`config.mk`:
```
export PLATFORM = sky130hd
export DESIGN_NAME = ula_muldiv_ctrl
export DESIGN_NICKNAME = d
export VERILOG_FILES = /design/src/rtl/ula_muldiv_ctrl.sv
export SDC_FILE = /design/constraint.sdc
export NUM_CORES = 1
export LEC_CHECK = 0
export ABC_AREA = 1
export CORE_MARGIN = 5
export CORE_UTILIZATION = 47
export DETAILED_ROUTE_END_ITERATION = 10
export PLACE_DENSITY = 0.76
export SLEW_MARGIN = 5
export SYNTH_ARGS = -nofsm -noshare
export SYNTH_HDL_FRONTEND = slang
export SYNTH_SLANG_ARGS = --single-unit
export TNS_END_PERCENT = 1
```
`constraint.sdc`:
```
create_clock -name clk -period 1.7 [get_ports clk]
set_input_delay 0.17 -clock clk [delete_from_list [all_inputs] [get_ports clk]]
set_output_delay 0.17 -clock clk [all_outputs]
set_load 0.05 [all_outputs]
```
`src/rtl/ula_muldiv_ctrl.sv`:
```
// Iterative multiply/divide sequencer that time-shares an external combinational ula.
// Optional signed support: define MULDIV_SIGNED_EN (adds signed_op port and FIX state).
`timescale 1ns/1ps
module ula_muldiv_ctrl #(
    parameter int WIDTH = 8
) (
    input  logic             clk,
    input  logic             rst_n,
    input  logic             start,
    input  logic             op,
`ifdef MULDIV_SIGNED_EN
    input  logic             signed_op,
`endif
    input  logic [WIDTH-1:0] a,
    input  logic [WIDTH-1:0] b,
    output logic [2:0]       ula_ctrl,
    output logic [WIDTH-1:0] ula_a,
    output logic [WIDTH-1:0] ula_b,
    input  logic [WIDTH-1:0] ula_result,
    output logic             busy,
    output logic             done,
    output logic [WIDTH-1:0] result_lo,
    output logic [WIDTH-1:0] result_hi,
    output logic             div_by_zero
);
    localparam int CW = $clog2(WIDTH + 1);

    typedef enum logic [1:0] {
        S_IDLE = 2'd0,
        S_RUN  = 2'd1,
`ifdef MULDIV_SIGNED_EN
        S_FIX  = 2'd3,
`endif
        S_DONE = 2'd2
    } state_t;

    state_t           r_state;
    logic             r_op;
    logic [WIDTH-1:0] r_a;
    logic [WIDTH-1:0] r_b;
    logic [WIDTH-1:0] r_hi;   // MUL: product high half, DIV: partial remainder
    logic [WIDTH-1:0] r_lo;   // MUL: multiplier/product low half, DIV: quotient
    logic [CW-1:0]    r_cnt;
    logic             r_busy;
    logic             r_done;
    logic             r_dbz;
    logic [WIDTH-1:0] r_res_lo;
    logic [WIDTH-1:0] r_res_hi;

    logic [WIDTH-1:0] w_a_ld;
    logic [WIDTH-1:0] w_b_ld;
    logic             w_mul_carry;
    logic [WIDTH-1:0] w_rs;
    logic             w_div_take;
    logic [WIDTH-1:0] w_hi_nxt;
    logic [WIDTH-1:0] w_lo_nxt;

`ifdef MULDIV_SIGNED_EN
    logic                 r_sgn;
    logic                 r_neg_q;
    logic                 r_neg_r;
    logic                 w_sa;
    logic                 w_sb;
    logic [2*WIDTH-1:0]   w_prod;
    logic [2*WIDTH-1:0]   w_prod_neg;
    logic [WIDTH-1:0]     w_fix_hi;
    logic [WIDTH-1:0]     w_fix_lo;

    // Operands are reduced to magnitudes at load; signs are restored in FIX.
    assign w_sa   = signed_op & a[WIDTH-1];
    assign w_sb   = signed_op & b[WIDTH-1];
    assign w_a_ld = w_sa ? (~a + 1'b1) : a;
    assign w_b_ld = w_sb ? (~b + 1'b1) : b;

    assign w_prod     = {r_hi, r_lo};
    assign w_prod_neg = ~w_prod + 1'b1;

    always_comb begin
        w_fix_hi = r_hi;
        w_fix_lo = r_lo;
        if (r_op) begin
            if (r_neg_q) w_fix_lo = ~r_lo + 1'b1;
            if (r_neg_r) w_fix_hi = ~r_hi + 1'b1;
        end else if (r_neg_q) begin
            {w_fix_hi, w_fix_lo} = w_prod_neg;
        end
    end
`else
    assign w_a_ld = a;
    assign w_b_ld = b;
`endif

    // Multiply step: carry out of hi + addend is recovered by an unsigned wrap test.
    assign w_mul_carry = (ula_result < r_hi);
    // Divide step: shift next dividend bit into remainder; top bit forces subtract.
    assign w_rs        = {r_hi[WIDTH-2:0], r_lo[WIDTH-1]};
    assign w_div_take  = r_hi[WIDTH-1] | (w_rs >= r_b);

    always_comb begin
        if (r_op) begin
            w_hi_nxt = w_div_take ? ula_result : w_rs;
            w_lo_nxt = {r_lo[WIDTH-2:0], w_div_take};
        end else begin
            w_hi_nxt = {w_mul_carry, ula_result[WIDTH-1:1]};
            w_lo_nxt = {ula_result[0], r_lo[WIDTH-1:1]};
        end
    end

    always_comb begin
        ula_ctrl = 3'd0;
        ula_a    = '0;
        ula_b    = '0;
        if (r_state == S_RUN) begin
            if (r_op) begin
                ula_ctrl = 3'd6;
                ula_a    = w_rs;
                ula_b    = r_b;
            end else begin
                ula_ctrl = 3'd2;
                ula_a    = r_hi;
                ula_b    = r_lo[0] ? r_a : '0;
            end
        end
    end

    always_ff @(posedge clk or negedge rst_n) begin
        if (!rst_n) begin
            r_state  <= S_IDLE;
            r_op     <= 1'b0;
            r_a      <= '0;
            r_b      <= '0;
            r_hi     <= '0;
            r_lo     <= '0;
            r_cnt    <= '0;
            r_busy   <= 1'b0;
            r_done   <= 1'b0;
            r_dbz    <= 1'b0;
            r_res_lo <= '0;
            r_res_hi <= '0;
`ifdef MULDIV_SIGNED_EN
            r_sgn    <= 1'b0;
            r_neg_q  <= 1'b0;
            r_neg_r  <= 1'b0;
`endif
        end else begin
            r_done <= 1'b0;
            case (r_state)
                S_IDLE: begin
                    if (start) begin
                        r_op  <= op;
                        r_a   <= w_a_ld;
                        r_b   <= w_b_ld;
                        r_dbz <= 1'b0;
                        r_cnt <= CW'(WIDTH);
`ifdef MULDIV_SIGNED_EN
                        r_sgn   <= signed_op;
                        r_neg_q <= w_sa ^ w_sb;
                        r_neg_r <= w_sa;
`endif
                        if (op && (b == '0)) begin
                            r_res_lo <= '1;
                            r_res_hi <= a;
                            r_dbz    <= 1'b1;
                            r_done   <= 1'b1;
                            r_state  <= S_DONE;
                        end else begin
                            r_hi    <= '0;
                            r_lo    <= op ? w_a_ld : w_b_ld;
                            r_busy  <= 1'b1;
                            r_state <= S_RUN;
                        end
                    end
                end
                S_RUN: begin
                    r_hi  <= w_hi_nxt;
                    r_lo  <= w_lo_nxt;
                    r_cnt <= r_cnt - 1'b1;
                    if (r_cnt == CW'(1)) begin
`ifdef MULDIV_SIGNED_EN
                        if (r_sgn) r_state <= S_FIX;
                        else
`endif
                        begin
                            r_busy   <= 1'b0;
                            r_done   <= 1'b1;
                            r_res_lo <= w_lo_nxt;
                            r_res_hi <= w_hi_nxt;
                            r_state  <= S_DONE;
                        end
                    end
                end
`ifdef MULDIV_SIGNED_EN
                S_FIX: begin
                    r_hi     <= w_fix_hi;
                    r_lo     <= w_fix_lo;
                    r_busy   <= 1'b0;
                    r_done   <= 1'b1;
                    r_res_lo <= w_fix_lo;
                    r_res_hi <= w_fix_hi;
                    r_state  <= S_DONE;
                end
`endif
                S_DONE:  r_state <= S_IDLE;
                default: r_state <= S_IDLE;
            endcase
        end
    end

    assign busy        = r_busy;
    assign done        = r_done;
    assign result_lo   = r_res_lo;
    assign result_hi   = r_res_hi;
    assign div_by_zero = r_dbz;

endmodule

```
== Word level (Yosys, flattened, before mapping) ==
Index checks and enable logic that the tools add are counted.
Storage, ports and cells
  bits in registers: 58
  latch bits: 0
  RAM bits: 0
  bits in read-only memories: 0
  output and inout port bits: 38
  word-level logic and storage cells: 71
  memories kept: 0
Cells by class
  add/sub/neg operators: 1
  multiply operators: 0
  divide/modulo/power cells: 0
  magnitude comparators: 2
  equality and inequality tests: 6
  shift-type cells: 0
  muxes and demuxes: 39
  bitwise logic cells: 1
  reductions and logical operators: 10
Operator list (count)
  8-bit two-way mux: 19
  8-bit case mux with 2 select lines: 4
  8-bit greater-or-equal comparator: 1
  8-bit zero test: 1
  8-bit < comparator: 1
  4-bit case mux with 2 select lines: 1
  4-bit AND reduction: 2
  1-bit two-way mux: 6
  2-bit two-way mux: 3
  3-bit two-way mux: 2
  2-bit inequality test (second input constant): 3
  2-bit AND reduction: 3
  4-bit by 1-bit equality test with 1-bit output (second input constant): 1
  4-bit two-way mux: 1
  1-bit case mux with 2 select lines: 2
  2-bit case mux with 2 select lines: 1
  4-bit by 1-bit subtractor with 4-bit output (second input constant): 1
  3-bit AND reduction: 1
  2-bit by 1-bit equality test with 1-bit output (second input constant): 1
  2-bit zero test: 1
  2-bit by 1-bit inequality test with 1-bit output (second input constant): 1
  2-bit nonzero test: 1
  1-bit logical AND: 1
  1-bit OR: 1

== Depth between registers and ports, before layout ==
  depth after elaboration: 6
  depth in mapped cells: 14
  depth with buffers taken out: 14

== Worst setup path before layout ==
No wires, ideal clock.
  path type: register -> output
  start point: reg r_op
  end point: out ula_b[1]
  data arrival time: 2.753 ns
  data required time: 1.530 ns
  path slack: -1.223 ns
  stages on the path, launching flop included: 6
  path buffers: 1
  cell sequence: dfrtp_1 -> buf_2 -> clkinv_1 -> nor2_1 -> inv_1 -> o21ai_0
On the way
  cells in the longest elaborated chain, start to end: 2
Ends and longest elaborated chain
  from (decl): line 38  | logic r_op;
  from (signal assigned): line 150  | r_op <= op;
  8-bit two-way mux: line 114  | if (r_op) begin
  8-bit two-way mux: line 113  | if (r_state == S_RUN) begin
  to (decl): line 18  | output logic [WIDTH-1:0] ula_b,
No other way between the ends.

== Worst setup path after layout ==
  start point: reg r_state[1]
  end point: out ula_b[5]
On the way
  cells in the longest elaborated chain, start to end: 2
Ends and longest elaborated chain
  from (decl): line 37  | state_t r_state;
  from (signal assigned): line 128  | r_state <= S_IDLE;
  from (signal assigned): line 165  | r_state <= S_DONE;
  from (signal assigned): line 170  | r_state <= S_RUN;
  2-bit by 1-bit equality test with 1-bit output: line 113
  8-bit two-way mux: line 113
No other way between the ends.

==> run summary <==
hold crit path type: in -> async
Cell Pwr Density: 2360 nW/um2
fraction of layout cells with a size suffix above 1: 30.3%
leakage: 2.49 nW
status: finished with violations
TritonCTS clock tree: yes
sequential power share: 21.0%
Cells after Synth: 456
CP Capture Type: output port
crit start category: flip-flop
row cnt: 31
Worst Skew: 0.00778 ns
Required @ worst endpoint: 1.53 ns
vias in the first global route: 3433
Comb power frac: 68.8%
post-synthesis average cell area: 7.51 um2
Synth Net Count: 501
Slew @ Worst Pin: 0.591 ns
RSZ-0062 raised after global routing: true
max-capacitance violation count: 0
Reg-to-Reg Start: r_b[7]
core area: 7180 um2
Seq/Total Area, Yosys: 42.4%
cell family with most CP delay: buffers and inverters
fill count: 553
Die Area: 9100 um2
CP Data Arrival Time: 1.74 ns
synthesized cell area: 3430 um2
Distinct cells, synth: 34
Hold WS: 0.365 ns
CTS sink cnt: 58
kind of critical path: reg -> out
antenna viol nets, final: 0
# IOs: 66
sw power: 6.03 mW
nets: 605
global-route wire length before repair: 16800 um
Syn. warnings: 0
DIE HEIGHT: 95.4 um
f_max: 0.523 GHz
H-tree levels: 3
antenna fix cells: 0
Final min period: 1.91 ns
DRT iter0 DRCs: 421
P&R area growth vs syn: 47.2%
Placement Cell Area: 4530 um2
first-pass detailed-route iteration total: 7
Final GP Congestion: 0.892
Slew HR: 60.6%
total grt overflow: 0
dpl hpwl: 7530 um
r2r setup slk: -0.14 ns
Die W: 95.4 um
clock transition at the registers of the reported paths: 0.07 ns
CTS buffer count: 9
final worst-path cycle share: 113%
initial core utilization: 47.7%
vias per cell: 5.46
PortBufs: 64
CP Cell Sequence: nor2_4 -> inv_4 -> nor2_4 -> clkinvlp_4 -> buf_12 -> o21ai_4 -> buf_12
Synth area leader: dfrtp_1
gr usage total: 24.1%
top cell type's share of synthesized area: 42.4%
clock root cell: clkbuf_8
antenna violations before repair: 0
Worst path slowest cell: dfrtp_1
power after layout: 11.9 mW
Max stage delay on crit path: 0.41 ns
Slew Viols, Final: 0
post-route DRC violation count: 0
Layout Cells excl Fill: 663
fin worst setup slack: -0.213 ns
pin count of the biggest net entering global routing: 36
maximum VDD drop: 1.28 mV
cells on worst reg2reg path: 13
capture point of the worst reg-to-reg path: result_hi[4]
Clk network pwr share: 10.2%
DR WL/cell: 16.4 um
Place WS: -0.202 ns
worst skew pair latency: 0.34 ns
Internal: 5.87 mW
Hold Vio Cnt, Final: 0
failing checks: negative setup slack
CTS Buffer Depth: 2
DRT Wirelength: 10900 um
CP Max Fanout: 6
design area: 5040 um2
Setup Viol. Count Final: 33
vias: 3622
CP bufs+invs: 4
top cells by area, synth: dfrtp_1 (42%), nand2_1 (14%), ha_1 (6.2%), o21ai_0 (5.8%), a21oi_1 (5.7%)
Inst Count DP: 636
number of synthesized register bits: 58
Net Sw Frac: 50.7%
[per-stage QoR]
| step | setup TNS [ns] | utilization, % |
|---|---|---|
| 2_1_floorplan | -2.55 | - |
| 3_3_place_gp | -2.64 | 63.2 |
| 3_5_place_dp | -3.02 | 63.2 |
| 4_1_cts | -2.56 | 67.4 |
| 5_1_grt | -6.55 | 70.3 |
| 6_report | -3.85 | 70.3 |
[cells by family (layout without fill, tap and decap cells)]
| logic type | count (synthesis) | count (layout) | share of synthesized area (%) |
|---|---|---|---|
| flip-flops | 58 | 58 | 42.4 |
| other | 1 | 1 | 0.109 |
| AND/OR/NAND/NOR | 201 | 202 | 25.2 |
| AO/OA/AOI/OAI | 99 | 99 | 15.3 |
| buffers and inverters | 80 | 187 | 10.7 |
| adder cells (fa/ha/maj) | 17 | 17 | 6.21 |
[flip-flops by register name, summed over array words and instances (netlist names)]
name / flops
busy: 1
div_by_zero: 1
done: 1
r_a: 8
r_b: 8
r_cnt: 4
r_hi: 8
r_lo: 8
r_op: 1
r_state: 2
result_hi: 8
result_lo: 8
[placed cells by master (no fill, tap or decap), types with 6 or more instances in the layout]
| master | n |
|---|---|
| nand2_1 | 125 |
| buf_4 | 60 |
| dfrtp_1 | 58 |
| inv_1 | 46 |
| nand3_1 | 32 |
| a21oi_1 | 27 |
| clkdlybuf4s50_1 | 27 |
| o21ai_0 | 25 |
| buf_12 | 21 |
| nor2_1 | 17 |
| ha_1 | 15 |
| clkbuf_8 | 13 |
| o21ai_2 | 12 |
| a21oi_2 | 12 |
| nand2_2 | 10 |
| o21ai_1 | 10 |
| inv_2 | 7 |
| o21ai_4 | 6 |
[how the worst max path moves through the flow]
stage,from,end,slack [ns],cells after the start
final,r_state[1],ula_b[5],-0.21,7
after detailed placement,b[7],result_lo[0],-0.20,10
after global placement,b[7],result_lo[0],-0.20,10
after floorplan,r_op,ula_a[5],-0.23,5
after CTS,r_state[0],ula_b[1],-0.23,7
after global routing,r_state[1],ula_b[7],-0.28,7
[cell type report]
type,instances,area [um2],share of cell area [%]
multi-input cells,319,1840,36.5
repair buffers,114,1200,23.9
flip-flops and latches,58,1450,28.8
clock inverters,2,10.0,0.199
clock buffers,13,179,3.55
inverters,58,233,4.62
well taps,99,124,2.46
[repair_timing]
item | 4_1_cts | 5_1_grt
cloned | 0 | 1
gates resized for setup | 19 | 41
hold buffers | 1 | 0
endpoints found under the hold margin | 23 | 0
pin swaps | 11 | 6
buffers inserted | 6 | 5
setup endpoints to repair | 33 | 53
[metal layers]
| layer | routed length (um) | global-route usage (%) | vias up |
|---|---|---|---|
| met1 | 4610 | 32.6 | 1729 |
| met2 | 5160 | 39.7 | 188 |
| li1 | - | - | 1680 |
| met3 | 816 | 3.47 | 25 |
| met4 | 276 | 8.18 | 0 |
| met5 | 0 | 0 | - |
[power by group through the flow]
stage / Sequential [mW] / Clock, mW / Combinational (mW)
floorplan: 3.09 / 0 / 3.95
global placement: 2.47 / 0 / 7.05
detailed placement: 2.47 / 0 / 7.20
CTS: 2.45 / 1.23 / 7.52
global route: 2.56 / 1.31 / 8.79
finish: 2.50 / 1.21 / 8.19
[synth_stat cells (all sizes together)]
cell and count:
o211ai 1, a32o 1, or3 1, a31oi 1, ha 17, dfrtp 58, buf 19, o31a 1
nor2 24, clkinv 2, conb 1, o21ai 53, nand3 36, inv 56, a211oi 2, clkbuf 3
nor3 2, nand2 137, o22ai 1, nand4 1, a21oi 39
(Power assumes the default switching activity.)
